--- src/rtl/cpu_sequencer_if.sv ---
// Instruction-fetch channel between cpu_sequencer (master) and instruction memory (slave).
// imem_addr is held stable while imem_req is high; imem_data is valid in the imem_ack cycle.
interface cpu_sequencer_if;
   logic        imem_req;
   logic [11:0] imem_addr;
   logic        imem_ack;
   logic [18:0] imem_data;

   modport master (output imem_req, output imem_addr, input imem_ack, input imem_data);
   modport slave  (input imem_req, input imem_addr, output imem_ack, output imem_data);
endinterface

--- src/rtl/cpu_sequencer.sv ---
// Multi-cycle control sequencer: fetch/decode/exec/mem/wb FSM, PC, IR, Z/C flags, call stack.
// Optional macro CALLSTACK_GUARD_EN: stack overflow/underflow raises sticky fault and halts.
module cpu_sequencer #(
   parameter int          STACK_DEPTH = 8,
   parameter logic [11:0] PC_RESET    = 12'h000
) (
   input  logic                  clk,
   input  logic                  rst,
   cpu_sequencer_if.master       imem,
   output logic [18:0]           ir,
   output logic [11:0]           pc,
   output logic                  reg_we,
   output logic                  ra2_sel,
   output logic [1:0]            wb_sel,
   output logic                  dmem_re,
   output logic                  dmem_we,
   input  logic                  alu_cout,
   input  logic                  alu_zero,
   input  logic                  sh_cout,
   input  logic                  sh_zero,
   output logic                  flag_z,
   output logic                  flag_c,
   output logic                  retired,
   output logic                  fault
);

   localparam int AW = $clog2(STACK_DEPTH);
`ifdef CALLSTACK_GUARD_EN
   // One extra bit so a completely full stack (sp == STACK_DEPTH) is representable.
   localparam int SPW = AW + 1;
`else
   localparam int SPW = AW;
`endif

   typedef enum logic [2:0] {
      S_IDLE, S_FETCH, S_DECODE, S_EXEC, S_MEM, S_WB, S_HALT
   } state_t;

   state_t           state, state_next;
   logic [SPW-1:0]   sp, sp_inc, sp_dec;
   logic [11:0]      stack [STACK_DEPTH];
   logic [11:0]      pc_next;
   logic             fetch_req, ir_load, pc_we, push, pop, flag_we, fault_set;
   logic             z_next, c_next;
   logic             is_alu, is_mem, is_br, is_sh, is_ret, is_call;
   logic             br_taken, stack_fault;

   assign is_alu  = ~ir[18];
   assign is_mem  = (ir[18:16] == 3'b100);
   assign is_br   = (ir[18:16] == 3'b101);
   assign is_sh   = (ir[18:16] == 3'b110);
   assign is_ret  = (ir[18:16] == 3'b111) &  ir[15];
   assign is_call = (ir[18:16] == 3'b111) & ~ir[15] & ir[14];

   assign sp_inc = sp + SPW'(1);
   assign sp_dec = sp - SPW'(1);

`ifdef CALLSTACK_GUARD_EN
   assign stack_fault = (is_call && (sp == SPW'(STACK_DEPTH))) || (is_ret && (sp == '0));
`else
   assign stack_fault = 1'b0;
`endif

   always_comb begin
      case (ir[15:14])
         2'b00:   br_taken =  flag_z;
         2'b01:   br_taken = ~flag_z;
         2'b10:   br_taken =  flag_c;
         default: br_taken = ~flag_c;
      endcase
   end

   assign imem.imem_req  = fetch_req;
   assign imem.imem_addr = pc;

   always_comb begin
      state_next = state;
      fetch_req  = 1'b0;
      reg_we     = 1'b0;
      ra2_sel    = 1'b0;
      wb_sel     = 2'b00;
      dmem_re    = 1'b0;
      dmem_we    = 1'b0;
      retired    = 1'b0;
      ir_load    = 1'b0;
      pc_we      = 1'b0;
      pc_next    = pc;
      push       = 1'b0;
      pop        = 1'b0;
      flag_we    = 1'b0;
      z_next     = flag_z;
      c_next     = flag_c;
      fault_set  = 1'b0;
      case (state)
         S_IDLE: state_next = S_FETCH;
         S_FETCH: begin
            fetch_req = 1'b1;
            if (imem.imem_ack) begin
               ir_load    = 1'b1;
               pc_we      = 1'b1;
               pc_next    = pc + 12'd1;
               state_next = S_DECODE;
            end
         end
         S_DECODE: begin
            if (is_alu || is_sh) begin
               state_next = S_EXEC;
            end else if (is_mem) begin
               state_next = S_MEM;
            end else if (is_br) begin
               retired    = 1'b1;
               state_next = S_FETCH;
               if (br_taken) begin
                  pc_we   = 1'b1;
                  pc_next = pc + {4'b0, ir[7:0]};
               end
            end else if (stack_fault) begin
               fault_set  = 1'b1;
               state_next = S_HALT;
            end else if (is_ret) begin
               pop        = 1'b1;
               pc_we      = 1'b1;
               pc_next    = stack[sp_dec[AW-1:0]];
               retired    = 1'b1;
               state_next = S_FETCH;
            end else begin
               // pc already points past the call, so it is the return address.
               push       = is_call;
               pc_we      = 1'b1;
               pc_next    = ir[11:0];
               retired    = 1'b1;
               state_next = S_FETCH;
            end
         end
         S_EXEC: begin
            retired    = 1'b1;
            flag_we    = 1'b1;
            state_next = S_FETCH;
            if (ir == '0) begin
               z_next = 1'b0;
               c_next = 1'b0;
            end else if (is_sh) begin
               reg_we = 1'b1;
               wb_sel = 2'b10;
               z_next = sh_zero;
               c_next = sh_cout;
            end else begin
               reg_we = 1'b1;
               z_next = alu_zero;
               c_next = alu_cout;
            end
         end
         S_MEM: begin
            if (ir[14]) begin
               ra2_sel    = 1'b1;
               dmem_we    = 1'b1;
               retired    = 1'b1;
               state_next = S_FETCH;
            end else begin
               dmem_re    = 1'b1;
               state_next = S_WB;
            end
         end
         S_WB: begin
            wb_sel     = 2'b01;
            reg_we     = 1'b1;
            retired    = 1'b1;
            state_next = S_FETCH;
         end
         S_HALT: state_next = S_HALT;
         default: state_next = S_IDLE;
      endcase
   end

   always_ff @(posedge clk or posedge rst) begin
      if (rst) begin
         state  <= S_IDLE;
         pc     <= PC_RESET;
         ir     <= '0;
         sp     <= '0;
         flag_z <= 1'b0;
         flag_c <= 1'b0;
         fault  <= 1'b0;
      end else begin
         state <= state_next;
         if (ir_load) ir <= imem.imem_data;
         if (pc_we)   pc <= pc_next;
         if (push)     sp <= sp_inc;
         else if (pop) sp <= sp_dec;
         if (flag_we) begin
            flag_z <= z_next;
            flag_c <= c_next;
         end
         if (fault_set) fault <= 1'b1;
      end
   end

   // Stack storage is plain data; reset discards it by clearing sp only.
   always_ff @(posedge clk) begin
      if (push) stack[sp[AW-1:0]] <= pc;
   end

endmodule

--- src/flat_wrapper.sv ---
// flat-port wrapper written by rule: the top's interface ports become plain ports
module cpu_sequencer_flat 
#(
   parameter int          STACK_DEPTH = 8,
   parameter logic [11:0] PC_RESET    = 12'h000
)
  (clk, rst, ir, pc, reg_we, ra2_sel, wb_sel, dmem_re, dmem_we, alu_cout, alu_zero, sh_cout, sh_zero, flag_z, flag_c, retired, fault, imem_imem_req, imem_imem_addr, imem_imem_ack, imem_imem_data);
  cpu_sequencer_if imem_i ();
  input  logic clk;
  input  logic rst;
  output logic [18:0] ir;
  output logic [11:0] pc;
  output logic reg_we;
  output logic ra2_sel;
  output logic [1:0] wb_sel;
  output logic dmem_re;
  output logic dmem_we;
  input  logic alu_cout;
  input  logic alu_zero;
  input  logic sh_cout;
  input  logic sh_zero;
  output logic flag_z;
  output logic flag_c;
  output logic retired;
  output logic fault;
  output wire logic [$bits(imem_i.imem_req)-1:0] imem_imem_req;
  output wire logic [$bits(imem_i.imem_addr)-1:0] imem_imem_addr;
  input wire logic [$bits(imem_i.imem_ack)-1:0] imem_imem_ack;
  input wire logic [$bits(imem_i.imem_data)-1:0] imem_imem_data;
  assign imem_imem_req = imem_i.imem_req;
  assign imem_imem_addr = imem_i.imem_addr;
  assign imem_i.imem_ack = imem_imem_ack;
  assign imem_i.imem_data = imem_imem_data;
  cpu_sequencer #(.STACK_DEPTH(STACK_DEPTH), .PC_RESET(PC_RESET)) u_core (.clk(clk), .rst(rst), .imem(imem_i), .ir(ir), .pc(pc), .reg_we(reg_we), .ra2_sel(ra2_sel), .wb_sel(wb_sel), .dmem_re(dmem_re), .dmem_we(dmem_we), .alu_cout(alu_cout), .alu_zero(alu_zero), .sh_cout(sh_cout), .sh_zero(sh_zero), .flag_z(flag_z), .flag_c(flag_c), .retired(retired), .fault(fault));
endmodule
--- config.mk ---
export PLATFORM = sky130hd
export DESIGN_NAME = cpu_sequencer_flat
export DESIGN_NICKNAME = d
export VERILOG_FILES = /design/src/rtl/cpu_sequencer_if.sv /design/src/rtl/cpu_sequencer.sv /design/src/flat_wrapper.sv
export SDC_FILE = /design/constraint.sdc
export NUM_CORES = 1
export LEC_CHECK = 0
export BUFFER_PORTS_ARGS = -buffer_cell sky130_fd_sc_hd__clkbuf_2
export CAP_MARGIN = 0
export CORE_ASPECT_RATIO = 1.5
export CORE_UTILIZATION = 34
export CTS_CLUSTER_DIAMETER = 60
export DETAILED_ROUTE_END_ITERATION = 16
export SLEW_MARGIN = 10
export SYNTH_ARGS = -nofsm -noshare
export SYNTH_HDL_FRONTEND = slang
export SYNTH_SLANG_ARGS = --single-unit
--- constraint.sdc ---
create_clock -name clk -period 8.3 [get_ports clk]
set_input_delay 0.83 -clock clk [delete_from_list [all_inputs] [get_ports clk]]
set_output_delay 0.83 -clock clk [all_outputs]
set_load 0.02 [all_outputs]
==> summary.md <==
| Metric | Value |
|---|---|
| Crit end category | `flop` |
| Initial DRC count | `180` |
| Int Power | `1.749 mW` |
| Core Box Area | `18550 µm²` |
| GP Congestion | `0.9051` |
| Clock Tree Root | `clkbuf_16` |
| Post-synthesis sequential area ratio | `0.6004` |
| Cts-stage hold buffer count | `0` |
| CP Launch Type | `flop` |
| RSZ-0062 raised after global routing | `false` |
| Outcome | `completed` |
| Ant. Diodes | `0` |
| Pwr/cell area | `389.2 nW/µm²` |
| Post-synth top area cell | `edfxtp_1` |
| Die Area | `19470 µm²` |
| Crit-path cells | `inv_1 -> ha_1 -> mux4_2 -> mux2i_1 -> a211oi_2 -> nor3b_1 -> o22ai_1 -> o211a_1` |
| Ranking of synthesized cells by area | `edfxtp_1, dfrtp_1, mux4_2, nand2_1, mux2i_1` |
| CTS Sinks | `135` |
| Logic pwr share | `0.354` |
| Layout cell share with drive strength beyond 1 | `0.2697` |
| DRC Markers | `0` |
| Worst EP arrival | `3.91 ns` |
| P_leak | `2.913 nW` |
| First-pass GRT wire length | `24360 µm` |
| Total wire length | `15650 µm` |
| Min-Delay Path Class | `input port to async pin` |
| DP HPWL | `10710 µm` |
| Clk buf depth | `2` |
| DR vias/cell | `5.332` |
| Port Buffers | `78` |
| Slew Viols, Final | `0` |
| Worst-margin pin slew | `1.244 ns` |
| Sequential power share | `0.384` |
| Syn Nets | `534` |
| EDFF count, synth | `96` |
| Fmax | `277.3 MHz` |
| Initial antenna violation count | `0` |
| Yosys reg bits | `135` |
| Post-Syn Area | `6427 µm²` |
| Drt pass-1 iters | `5` |
| Die Y | `170.4 µm` |
| H-tree depth | `4` |
| Main synth FF type | `edfxtp_1` |
| Cts repair resizes | `0` |
| Req. time, crit path | `8.60 ns` |
| Post-synthesis cell type count | `61` |
| CP Max Fanout | `32` |
| Net Sw Power | `1.200 mW` |
| Clock Skews | `0.005382 ns` |
| Clk slew on worst S/H paths | `0.06 ns` |
| TritonCTS clock tree | `built` |
| Post-route clock period utilization | `0.4344` |
| Post-CTS Repair Setup Buffers | `0` |
| Top cell type's share of synthesized area | `0.4485` |
| Setup ws final | `4.694 ns` |
| Post-synth ARST share | `0.2889` |
| Initial Utilization | `0.3466` |
| WL per Instance | `19.01 µm` |
| GR Overflow Total | `0` |
| Nets | `596` |
| Via count | `4388` |
| Final hold vios | `0` |
| Gr usage total | `0.1705` |
| Max cap viols | `0` |
| Antenna-violating nets left | `0` |
| Total Power | `2.948 mW` |
| Final Setup Violations | `0` |
| Area delta synth->final | `17.85%` |
| Slowest CP cell | `ha_1` |
| Synth Area per Inst | `12.96 µm²` |
| Max IR drop VDD | `0.2376 mV` |
| Setup TNS | `0 ns` |
| CTS Buf Count | `17` |
| Clock power share | `0.262` |
| CP peak stage delay | `1.11 ns` |
| Skew-Pair Late Insertion Delay | `0.41 ns` |
| FP Rows | `61` |
| CP bufs+invs | `1` |
| Final min period | `3.606 ns` |
| Mapped Cells | `496` |
| Slew HR | `0.1677` |
| Largest net degree at the start of global routing | `40` |
| Vias in the first global route | `4326` |
| Crit Path Category | `flop to flop` |
| DP Worst Slack | `4.616 ns` |
| Die Width | `114.3 µm` |
| I/O pin count | `80` |
| Sw frac | `0.4069` |
| Ys Warns | `0` |
| Cell family with most CP delay | `adder cells` |
==> per-layer routing <==
metal	global-route usage	wire length [µm]	vias up
met5	0	0	-
met4	0.08413	452	0
met3	0.02778	660	29
met2	0.3072	8456	165
met1	0.1935	6076	2200
li1	-	-	1994
==> per-stage QoR <==
step / cells / utilization / hold WS, ns / cell area (µm²)
2_1_floorplan: 496 / - / 0.4814 / 6427
3_3_place_gp: 791 / 0.3750 / 0.4982 / 6955
3_5_place_dp: 791 / 0.3750 / 0.5050 / 6955
4_1_cts: 823 / 0.4077 / 0.5202 / 7562
5_1_grt: 823 / 0.4084 / 0.5312 / 7575
6_report: 823 / 0.4084 / 0.5153 / 7575
==> registers in the layout (all words and copies together), names as in the netlist <==
| signal | cells |
|---|---|
| u_core.stack | 96 |
| u_core.imem.imem_addr | 12 |
| u_core.flag_z | 1 |
| u_core.sp | 3 |
| u_core.flag_c | 1 |
| u_core.ir | 19 |
| u_core.state | 3 |
==> cells in the mapped netlist (all sizes together), types with 2 or more instances <==
| cell type | n |
|---|---|
| ha | 11 |
| and3 | 2 |
| nand2 | 87 |
| o211a | 2 |
| nand2b | 5 |
| and2 | 4 |
| nand3 | 6 |
| o21ai | 22 |
| a21o | 3 |
| a41oi | 2 |
| o211ai | 3 |
| edfxtp | 96 |
| buf | 27 |
| dfrtp | 39 |
| nor3 | 10 |
| mux4 | 24 |
| inv | 7 |
| nor3b | 7 |
| or3 | 2 |
| nor4 | 7 |
| nand4 | 2 |
| nor2 | 22 |
| nor2b | 3 |
| xnor2 | 5 |
| mux2i | 17 |
| and4 | 3 |
| a22oi | 2 |
| a221oi | 3 |
| a31oi | 5 |
| or2 | 2 |
| xor2 | 5 |
| nand3b | 2 |
| clkbuf | 12 |
| o31ai | 2 |
| a211oi | 6 |
| o22ai | 3 |
| a21oi | 23 |
==> worst min-delay path: cells and delay by family <==
kind | cells | cell delay, ns
buffers and inverters | 3 | 0.56
==> worst paths after layout <==
path                                             to     startpoint  slack, ns  depth (start not counted)
min                                    u_core.ir[7]            rst       0.52                          3
min reg2reg                           u_core.flag_c  u_core.flag_c       0.52                          2
max reg2reg                u_core.imem.imem_addr[9]   u_core.sp[0]       4.69                          8
max                        u_core.imem.imem_addr[9]   u_core.sp[0]       4.69                          8
min in group clk                      u_core.flag_c  u_core.flag_c       0.52                          2
max in group asynchronous              u_core.sp[0]            rst       7.38                          3
==> cell type report <==
class                      count  area [µm²]
clock buffer                  17       425.4
clock inverter                15       181.4
fill                        1740       10970
inverter                       7       26.28
multi-input combinational    315        2346
sequential                   135        3860
tap                          252       315.3
timing repair buffer          82       420.4
==> logic make-up after synthesis <==
family | Yosys count | synth area share
adders and majority gates | 12 | 0.02453
DFF | 135 | 0.6004
other | 1 | 0.0005834
xor gates and xnor gates | 10 | 0.01363
muxes | 41 | 0.1112
and+or+nand+nor | 165 | 0.1224
buffers and inverters | 46 | 0.04068
AOI/OAI and AO/OA | 86 | 0.08663
==> placed cells by master, fill, tap and decap left out, types with 4 or more instances in the layout <==
master / Yosys / final
mux2i_1: 16 / 16
a21oi_1: 23 / 23
nor2_1: 22 / 22
a211oi_1: 5 / 5
nand2_1: 87 / 87
clkbuf_16: 0 / 17
buf_4: 20 / 4
a31oi_1: 5 / 5
inv_1: 7 / 7
nand3_1: 5 / 5
ha_1: 11 / 11
nand2b_1: 5 / 5
inv_8: 0 / 5
nor3_1: 9 / 5
xor2_1: 5 / 5
xnor2_1: 5 / 5
o21ai_0: 21 / 21
nor3b_1: 5 / 5
edfxtp_1: 96 / 96
nor4_1: 7 / 6
mux4_2: 24 / 24
dfrtp_1: 39 / 38
clkbuf_2: 0 / 78
inv_6: 0 / 4
==> power groups by stage <==
| stage | combinational [mW] | sequential [mW] | clock (mW) |
|---|---|---|---|
| 3_5_place_dp | 1.04 | 1.15 | 0 |
| 2_1_floorplan | 0.762 | 1.10 | 0 |
| 5_1_grt | 1.13 | 1.16 | 0.816 |
| 4_1_cts | 1.05 | 1.13 | 0.785 |
| 3_3_place_gp | 1.03 | 1.14 | 0 |
| 6_report | 1.04 | 1.13 | 0.772 |
Power figures use the tool's default switching activity.
